<file path="src/rtl/traffic_ctrl_multi.sv">
// N-approach intersection controller.
// Serves green round-robin across NUM_DIR approaches, each followed by yellow
// and an all-red clearance. A latched pedestrian request is served in a
// dedicated WALK phase (all approaches red) taken from all-red. A pending
// request can end green early once the minimum green time has elapsed.
// Phase timing counts tick_en strobes, not clocks.
//
// Ports:
//   clk        system clock, rising edge
//   rst_n      asynchronous active-low reset
//   tick_en    one-clk timebase strobe; phase counter advances only when high
//   ped_req    pedestrian request (level or pulse), sampled every clk
//   red        per-approach red lamp
//   yellow     per-approach yellow lamp
//   green      per-approach green lamp
//   walk       pedestrian walk lamp
//   ped_ack    one-clk pulse on entry to WALK
//   state      phase: 0 ALLRED, 1 GREEN, 2 YELLOW, 3 WALK
//   active_dir approach currently (or next) served
module traffic_ctrl_multi #(
  parameter int unsigned NUM_DIR         = 4,
  parameter int unsigned CNT_W           = 16,
  parameter int unsigned GREEN_TICKS     = 20,
  parameter int unsigned YELLOW_TICKS    = 4,
  parameter int unsigned ALLRED_TICKS    = 2,
  parameter int unsigned WALK_TICKS      = 10,
  parameter int unsigned MIN_GREEN_TICKS = 5,
  parameter int unsigned DIR_W           = (NUM_DIR > 1) ? $clog2(NUM_DIR) : 1
) (
  input  logic               clk,
  input  logic               rst_n,
  input  logic               tick_en,
  input  logic               ped_req,
  output logic [NUM_DIR-1:0] red,
  output logic [NUM_DIR-1:0] yellow,
  output logic [NUM_DIR-1:0] green,
  output logic               walk,
  output logic               ped_ack,
  output logic [1:0]         state,
  output logic [DIR_W-1:0]   active_dir
);

  typedef enum logic [1:0] {
    StAllRed = 2'd0,
    StGreen  = 2'd1,
    StYellow = 2'd2,
    StWalk   = 2'd3
  } phase_e;

  localparam logic [CNT_W-1:0] GreenLast    = CNT_W'(GREEN_TICKS - 1);
  localparam logic [CNT_W-1:0] YellowLast   = CNT_W'(YELLOW_TICKS - 1);
  localparam logic [CNT_W-1:0] AllRedLast   = CNT_W'(ALLRED_TICKS - 1);
  localparam logic [CNT_W-1:0] WalkLast     = CNT_W'(WALK_TICKS - 1);
  localparam logic [CNT_W-1:0] MinGreenLast = CNT_W'(MIN_GREEN_TICKS - 1);
  localparam logic [DIR_W-1:0] DirLast      = DIR_W'(NUM_DIR - 1);

  phase_e             state_q, state_d;
  logic [CNT_W-1:0]   cnt_q, cnt_d;
  logic [DIR_W-1:0]   dir_q, dir_d;
  logic               pend_q, pend_d;
  // Set through WALK; held until ped_req is seen low so a held request
  // cannot re-arm itself after being served.
  logic               block_q, block_d;
  logic [CNT_W-1:0]   phase_last;
  logic               done;
  logic               enter_walk;
  logic [NUM_DIR-1:0] red_d, yellow_d, green_d;

  always_comb begin
    unique case (state_q)
      StAllRed: phase_last = AllRedLast;
      StGreen:  phase_last = GreenLast;
      StYellow: phase_last = YellowLast;
      StWalk:   phase_last = WalkLast;
    endcase
  end

  assign done = tick_en && (cnt_q == phase_last);

  always_comb begin
    state_d = state_q;
    dir_d   = dir_q;
    unique case (state_q)
      StAllRed: if (done) state_d = pend_q ? StWalk : StGreen;
      // Full green and early exit collapse into the same single transition.
      StGreen:  if (done || (tick_en && pend_q && (cnt_q >= MinGreenLast))) state_d = StYellow;
      StYellow: begin
        if (done) begin
          state_d = StAllRed;
          dir_d   = (dir_q == DirLast) ? '0 : dir_q + 1'b1;
        end
      end
      StWalk:   if (done) state_d = StAllRed;
    endcase
  end

  assign enter_walk = (state_d == StWalk) && (state_q != StWalk);

  always_comb begin
    cnt_d   = cnt_q;
    pend_d  = pend_q;
    block_d = block_q;
    if (state_d != state_q) begin
      cnt_d = '0;
    end else if (tick_en) begin
      cnt_d = cnt_q + 1'b1;
    end
    if (enter_walk) begin
      pend_d = 1'b0;
    end else if (ped_req && (state_q != StWalk) && !block_q) begin
      pend_d = 1'b1;
    end
    if ((state_q == StWalk) || enter_walk) begin
      block_d = 1'b1;
    end else if (!ped_req) begin
      block_d = 1'b0;
    end
  end

  // Lamps decoded from next state so they change on the same edge as state.
  always_comb begin
    red_d    = '1;
    yellow_d = '0;
    green_d  = '0;
    unique case (state_d)
      StGreen: begin
        red_d[dir_d]   = 1'b0;
        green_d[dir_d] = 1'b1;
      end
      StYellow: begin
        red_d[dir_d]    = 1'b0;
        yellow_d[dir_d] = 1'b1;
      end
      StAllRed, StWalk: ;
    endcase
  end

  always_ff @(posedge clk or negedge rst_n) begin
    if (!rst_n) begin
      state_q <= StAllRed;
      cnt_q   <= '0;
      dir_q   <= '0;
      pend_q  <= 1'b0;
      block_q <= 1'b0;
      red     <= '1;
      yellow  <= '0;
      green   <= '0;
      walk    <= 1'b0;
      ped_ack <= 1'b0;
    end else begin
      state_q <= state_d;
      cnt_q   <= cnt_d;
      dir_q   <= dir_d;
      pend_q  <= pend_d;
      block_q <= block_d;
      red     <= red_d;
      yellow  <= yellow_d;
      green   <= green_d;
      walk    <= (state_d == StWalk);
      ped_ack <= enter_walk;
    end
  end

  assign state      = state_q;
  assign active_dir = dir_q;

endmodule

</file>
<file path="config.mk">
export PLATFORM = sky130hd
export DESIGN_NAME = traffic_ctrl_multi
export DESIGN_NICKNAME = d
export VERILOG_FILES = /design/src/rtl/traffic_ctrl_multi.sv
export SDC_FILE = /design/constraint.sdc
export NUM_CORES = 1
export LEC_CHECK = 0
export BUFFER_PORTS_ARGS = -buffer_cell sky130_fd_sc_hd__buf_2
export CAP_MARGIN = 0
export CORE_ASPECT_RATIO = 0.7
export CORE_UTILIZATION = 35
export DETAILED_ROUTE_END_ITERATION = 12
export PLACE_DENSITY = 0.5
export SYNTH_ARGS = -nofsm -noshare
export SYNTH_HDL_FRONTEND = slang
export SYNTH_SLANG_ARGS = --single-unit
</file>
<file path="constraint.sdc">
create_clock -name clk -period 2.26 [get_ports clk]
set_input_delay 0.113 -clock clk [delete_from_list [all_inputs] [get_ports clk]]
set_output_delay 0.113 -clock clk [all_outputs]
set_load 0.005 [all_outputs]
</file>
==> results of run 1 <==
-- layout by cell type (no fill, tap or decap), types with 2 or more instances in the layout --
cell	n
buf_4	36
dfrtp_1	30
buf_2	21
nor3_2	14
nand2_1	9
xor2_1	9
nor2_1	8
nand3_1	6
xnor2_1	6
ha_1	6
clkbuf_8	6
inv_1	5
nand4_1	5
and3_1	4
and2_1	4
and4_1	4
dfstp_2	4
o31ai_4	3
nor2b_1	3
a211oi_1	3
ha_4	3
inv_4	2
nor4_1	2
xor2_2	2
nor3b_1	2
mux2i_1	2
or4_4	2
o311ai_1	2
nand2b_1	2
nor2b_4	2
a211o_1	2
nor3_4	2
clkinv_2	2
buf_12	2
dfrtp_2	2
-- routing by layer --
| metal | GRT usage (%) | routed length, um | share of wire (%) |
|---|---|---|---|
| met1 | 23.9 | 2310 | 53 |
| met2 | 24.5 | 1860 | 42 |
| met3 | 3.94 | 169 | 3.9 |
| met4 | 5.27 | 47 | 1.1 |
| met5 | 0 | 0 | 0 |
-- worst max-delay path, cell delays in order, from the launching register on --
cell and delay, ps:
dfrtp_2 450, inv_4 80, ha_4 210, xor2_4 160, nor4_4 350, nand2_2 170
o211ai_1 160, o21a_1 210, ha_4 220, buf_4 130, nand2b_1 140
-- where the power goes --
part           switching (uW)  internal (uW)  leakage [uW]
logic                     852            799      0.000730
clock network             226            243     0.0000510
registers                 113            784      0.000473
-- layout make-up --
type,instances,area [um2]
fillers,502,2610
repair buffers,60,425
well taps,72,90.1
inverters,7,31.3
clock buffers,6,82.6
clock inverters,2,10.0
flip-flops and latches,36,908
multi-input cells,133,1210
-- kinds of logic (layout without fill, tap and decap cells) --
logic type      after synthesis  in the layout  share of synthesized area [%]
compound gates               22             22                           9.24
xor+xnor                     18             18                           8.24
fa+ha+maj                    10             10                           6.25
buf+inv                      15             75                           3.87
flops                        36             36                           45.2
mux                           3              3                           1.50
simple gates                 80             80                           25.7
-- per-stage QoR --
step | hold WS [ps] | util, % | cells
after floorplan | -183 | - | 184
after global placement | 239 | 46.6 | 303
after detailed placement | 253 | 46.6 | 303
after CTS | 50.7 | 49.8 | 315
after global routing | 64.9 | 51.4 | 316
final | 54.8 | 51.4 | 316
-- registers in the layout, summed over array words and instances (netlist names) --
register,flops
state,2
red,4
active_dir,2
ped_ack,1
block_q,1
cnt_q,16
yellow,4
green,4
walk,1
pend_q,1
-- how the worst max path moves through the flow --
stage          slack, ps  cells after the start         to
6_report             -90                     10     red[3]
3_3_place_gp         -70                     10     red[0]
5_1_grt             -210                     10     red[1]
4_1_cts              -70                      7  yellow[1]
2_1_floorplan        -20                      7  yellow[1]
3_5_place_dp         -90                      7  yellow[1]
-- repair_timing --
action / CTS / global route
pin swaps: 11 / 8
resized for setup: 10 / 13
setup buffers: 3 / 1
endpoints found under the setup margin: 20 / 31
hold endpoints to repair: 32 / 0
hold buffers: 1 / 0
==> run metrics, run 1 <==
GRT overflow 0; initial core utilization 37.3%; Via density 4.98; HP Class primary input to flop; total power 3020 uW; iteration count of the initial detailed-routing pass 4; initial antenna violation count 0; Pleak ~0.0013 uW; max-cap violations 0; final net count 257; clock skew 1.76 ps; crit path max fanout 6; CP required 2470 ps; FF-to-FF Start state[0]; number of synthesized flops with an enable pin 0; Mapped Area 2000 um2; worst hold path endpoint block_q; Worst slew margin 46.6%; Top-Level Pins 22; count leader, synth dfrtp_1; Clk pin slew, worst setup/hold paths about 70 ps; vias in the first global route 1584; TNS Setup -990 ps; Iter 0 DRT Violations 44; Final Hold Viols 0; ys async rst share 100%; height of the die 65.3 um; crit path launch state[0]; CTS Root Cell clkbuf_8; Setup Viol. Count Final 24; Main synth FF type dfrtp_1; r2r setup slk -90 ps; detailed-route wire length about 4400 um; # rows 22; pwr dens 1090 nW/um2; largest net degree at the start of global routing 37; Synth Area per Inst ~11 um2; critical path class flop to flop; Worst Path Arrival 2560 ps; failing checks setup timing; finished layout cell area 2760 um2; Final WS setup -91.4 ps; Mapped Cells roughly 180; Worst setup SP type flop; Synth top cells by count dfrtp_1, xor2_1, ha_1, nor3_2; Area contributors post-synth dfrtp_1, ha_1, dfstp_2; min cycle time layout 2350 ps; Peak VDD IR 745 uV; Crit Reg-Reg Endpoint red[3]; first-pass GRT wire length roughly 7600 um; Ant. Diodes 0; Detailed Place HPWL around 3300 um; wire per inst 13.9 um; Synth cell types 47; max frequency 425 MHz; Syn Nets 198; Max Transition Viols Final 0; CP Capture Type flop; IO buf count 21; chip width 92.4 um; DRC Markers 0; routed vias 1574; H-Tree Depth 2; period utilisation layout 104%; Hold Path Cell Cnt 2; Placer Congestion 0.923; Synth top area share around two fifths; clk_lat worst skew 280 ps; CTS Buf Count 5; Post-Place Setup Slack -89.7 ps; Reg2Reg Depth 10; unrepaired setup endpoints after global routing true; status complete, but fails checks; die area 6030 um2; P&R area growth vs syn 37.6%; Synth Register Bits 36; layout cell share with drive strength beyond 1 a little under half; sequential fraction of the synthesis area approximately 45%; TritonCTS Sinks 36; clk buf depth 2; post-detailed-route count of antenna-violating nets 0; Placement Cell Area 2500 um2; YS warnings 0; Overall Global Routing Usage between 10% and 20%; post-synth top area cell dfrtp_1; Hold Startpoint ped_req; core footprint 5370 um2; CTS tree done; Slew @ Worst Pin 801 ps
Power figures use the tool's default switching activity.
==> inputs of run 2 (changes only) <==
Settings changed: CORE_UTILIZATION 35 to 52, PLACE_DENSITY 0.5 to 0.81.
==> run metrics, run 2 (same netlist as run 1, synthesis figures left out) <==
status complete, but fails checks; failing checks setup timing; CTS tree done; Largest Register cnt_q; first-pass GRT wire length 7450 um (-2.2%); vias in the first global route 1570 (-0.88%); Pleak 0.00125 uW (-0.27%); clk_lat worst skew 290 ps (about the same); clock skew 5.28 ps (+3.52 ps); Post-Place Setup Slack -106 ps (-16.1 ps); Peak VDD IR 761 uV (+2.2%); HP Class primary input to flop; fillers 244 (-51%); iteration count of the initial detailed-routing pass 5 (+1); critical path class flop to flop; routed vias 1613 (+2.5%); detailed-route wire length 4720 um (+7.6%); Worst setup SP type flop; CP required 2480 ps (about the same); Top-Level Pins 22 (unchanged); Worst Path Arrival 2600 ps (+40 ps); max reg flops 16 (unchanged); CP Capture Type flop; initial antenna violation count 0 (unchanged); max-cap violations 0 (unchanged); largest net degree at the start of global routing 37 (unchanged); total power 3020 uW (about the same); Multi-input gate area 1180 um2 (-2.0%); CTS Buf Count 5 (unchanged); Final WS setup -116 ps (-24.3 ps); Worst slew margin 47.8% (+1.2 points); layout cell share with drive strength beyond 1 44.2% (-3.8 points); core footprint 3600 um2 (-33%); pwr dens 1130 nW/um2 (+3.0%); final net count 253 (-1.6%); Ant. Diodes 0 (unchanged); Setup Viol. Count Final 26 (+8.3%); leading cell types in the layout, fill and taps excluded buf_4, dfrtp_1, buf_2, nor3_2, xor2_1; # rows 18 (-18%); chip width 76.2 um (-18%); Overall Global Routing Usage 24.7% (+8.1 points); register area 908 um2 (unchanged); height of the die 53.9 um (-17%); TritonCTS Sinks 36 (unchanged); H-Tree Depth 2 (unchanged); IO buf count 21 (unchanged); P&R area growth vs syn 33.6%; crit path max fanout 4 (-2); min cycle time layout 2380 ps (+24.3 ps); CTS Root Cell clkbuf_8; GRT overflow 0 (unchanged); unrepaired setup endpoints after global routing true; max frequency 421 MHz (-1.0%); Placer Congestion 0.895 (-3.0%); Clk pin slew, worst setup/hold paths 60 ps (about the same); DRC Markers 0 (unchanged); wire per inst 16.3 um (+17%); Detailed Place HPWL 3210 um (-2.0%); period utilisation layout 105% (+1.1 points); Slew @ Worst Pin 783 ps (-18.5 ps); post-detailed-route count of antenna-violating nets 0 (unchanged); final non-filler cell total 290 (-8.2%); Core Util, Final 74.3% (+23 points); initial core utilization 55.6% (+18 points); Final Hold Viols 0 (unchanged); clk buf depth 2 (unchanged); Max Transition Viols Final 0 (unchanged); Iter 0 DRT Violations 47 (+6.8%); placed cells 277 (-8.6%); die area 4110 um2 (-32%); most common cell after layout, fill and taps aside buf_4; Via density 5.56 (+12%)
run 2: changes by cell type in the layout (fill, tap and decap cells not counted), moves of 2 or more:
cell      before  now
buf_4         36   31
xor2_2         2    0
nor2b_1        3    5
nor2b_4        2    0
clkbuf_1       0    2
clkinv_2       2    0
run 2: final timing paths:
kind | from | endpoint | slack [ps] | depth (start not counted)
worst max-delay path | state[0] | green[1] | -120 | 7
min in group asynchronous | rst_n | green[0] | 440 | 2
worst min-delay path | ped_req | block_q | 60 | 2
max in group asynchronous | rst_n | state[0] | 1270 | 2
worst min register to register | block_q | block_q | 510 | 1
worst max register to register | state[0] | green[1] | -120 | 7
run 2: area by class of cell:
cell class                      count  area share [%]
Multi-Input combinational cell    133            44.3
Sequential cell                    36            33.9
Timing Repair Buffer               56            14.9
Clock buffer                        8            3.37
Tap cell                           50            2.34
Inverter                            7            1.17
run 2: metrics by stage:
stage	hold WS (ps)	cell area (um2)	setup TNS, ps
after floorplan	-183	2080	-118
after global placement	214	2440	-70.3
after detailed placement	232	2440	-885
after CTS	58.2	2570	-665
after global routing	65.8	2680	-3990
final	61.9	2680	-1080
run 2: repair_timing:
item | CTS | global route
pin swaps | 5 | 6
hold endpoints to repair | 32 | 0
gates resized for setup | 4 | 15
hold buffers | 1 | 0
buffers inserted | 1 | 3
cloned | 0 | 0
setup endpoints to repair | 22 | 30
run 2: power by group:
group / internal [uW] / switching, uW / leakage (uW) / total, uW
clock network: 248 / 214 / 0.0000455 / 462
registers: 785 / 115 / 0.000473 / 900
logic: 775 / 881 / 0.000732 / 1660
run 2: metal layers:
metal / share of wire [%] / up-vias / wire length (um) / track usage (%)
li1: - / 771 / - / -
met1: 46 / 787 / 2180 / 28.7
met2: 48 / 42 / 2250 / 43.9
met3: 4.1 / 13 / 194 / 7.12
met4: 2.2 / 0 / 102 / 11.5
met5: 0 / - / 0 / 0
run 2: critical path, stage by stage, from the launching register on:
cell     delay [ps]
dfrtp_2         470
inv_4            90
ha_4            210
xor2_4          160
or4_4           520
or4_4           480
o31ai_4         220
and2_1          160
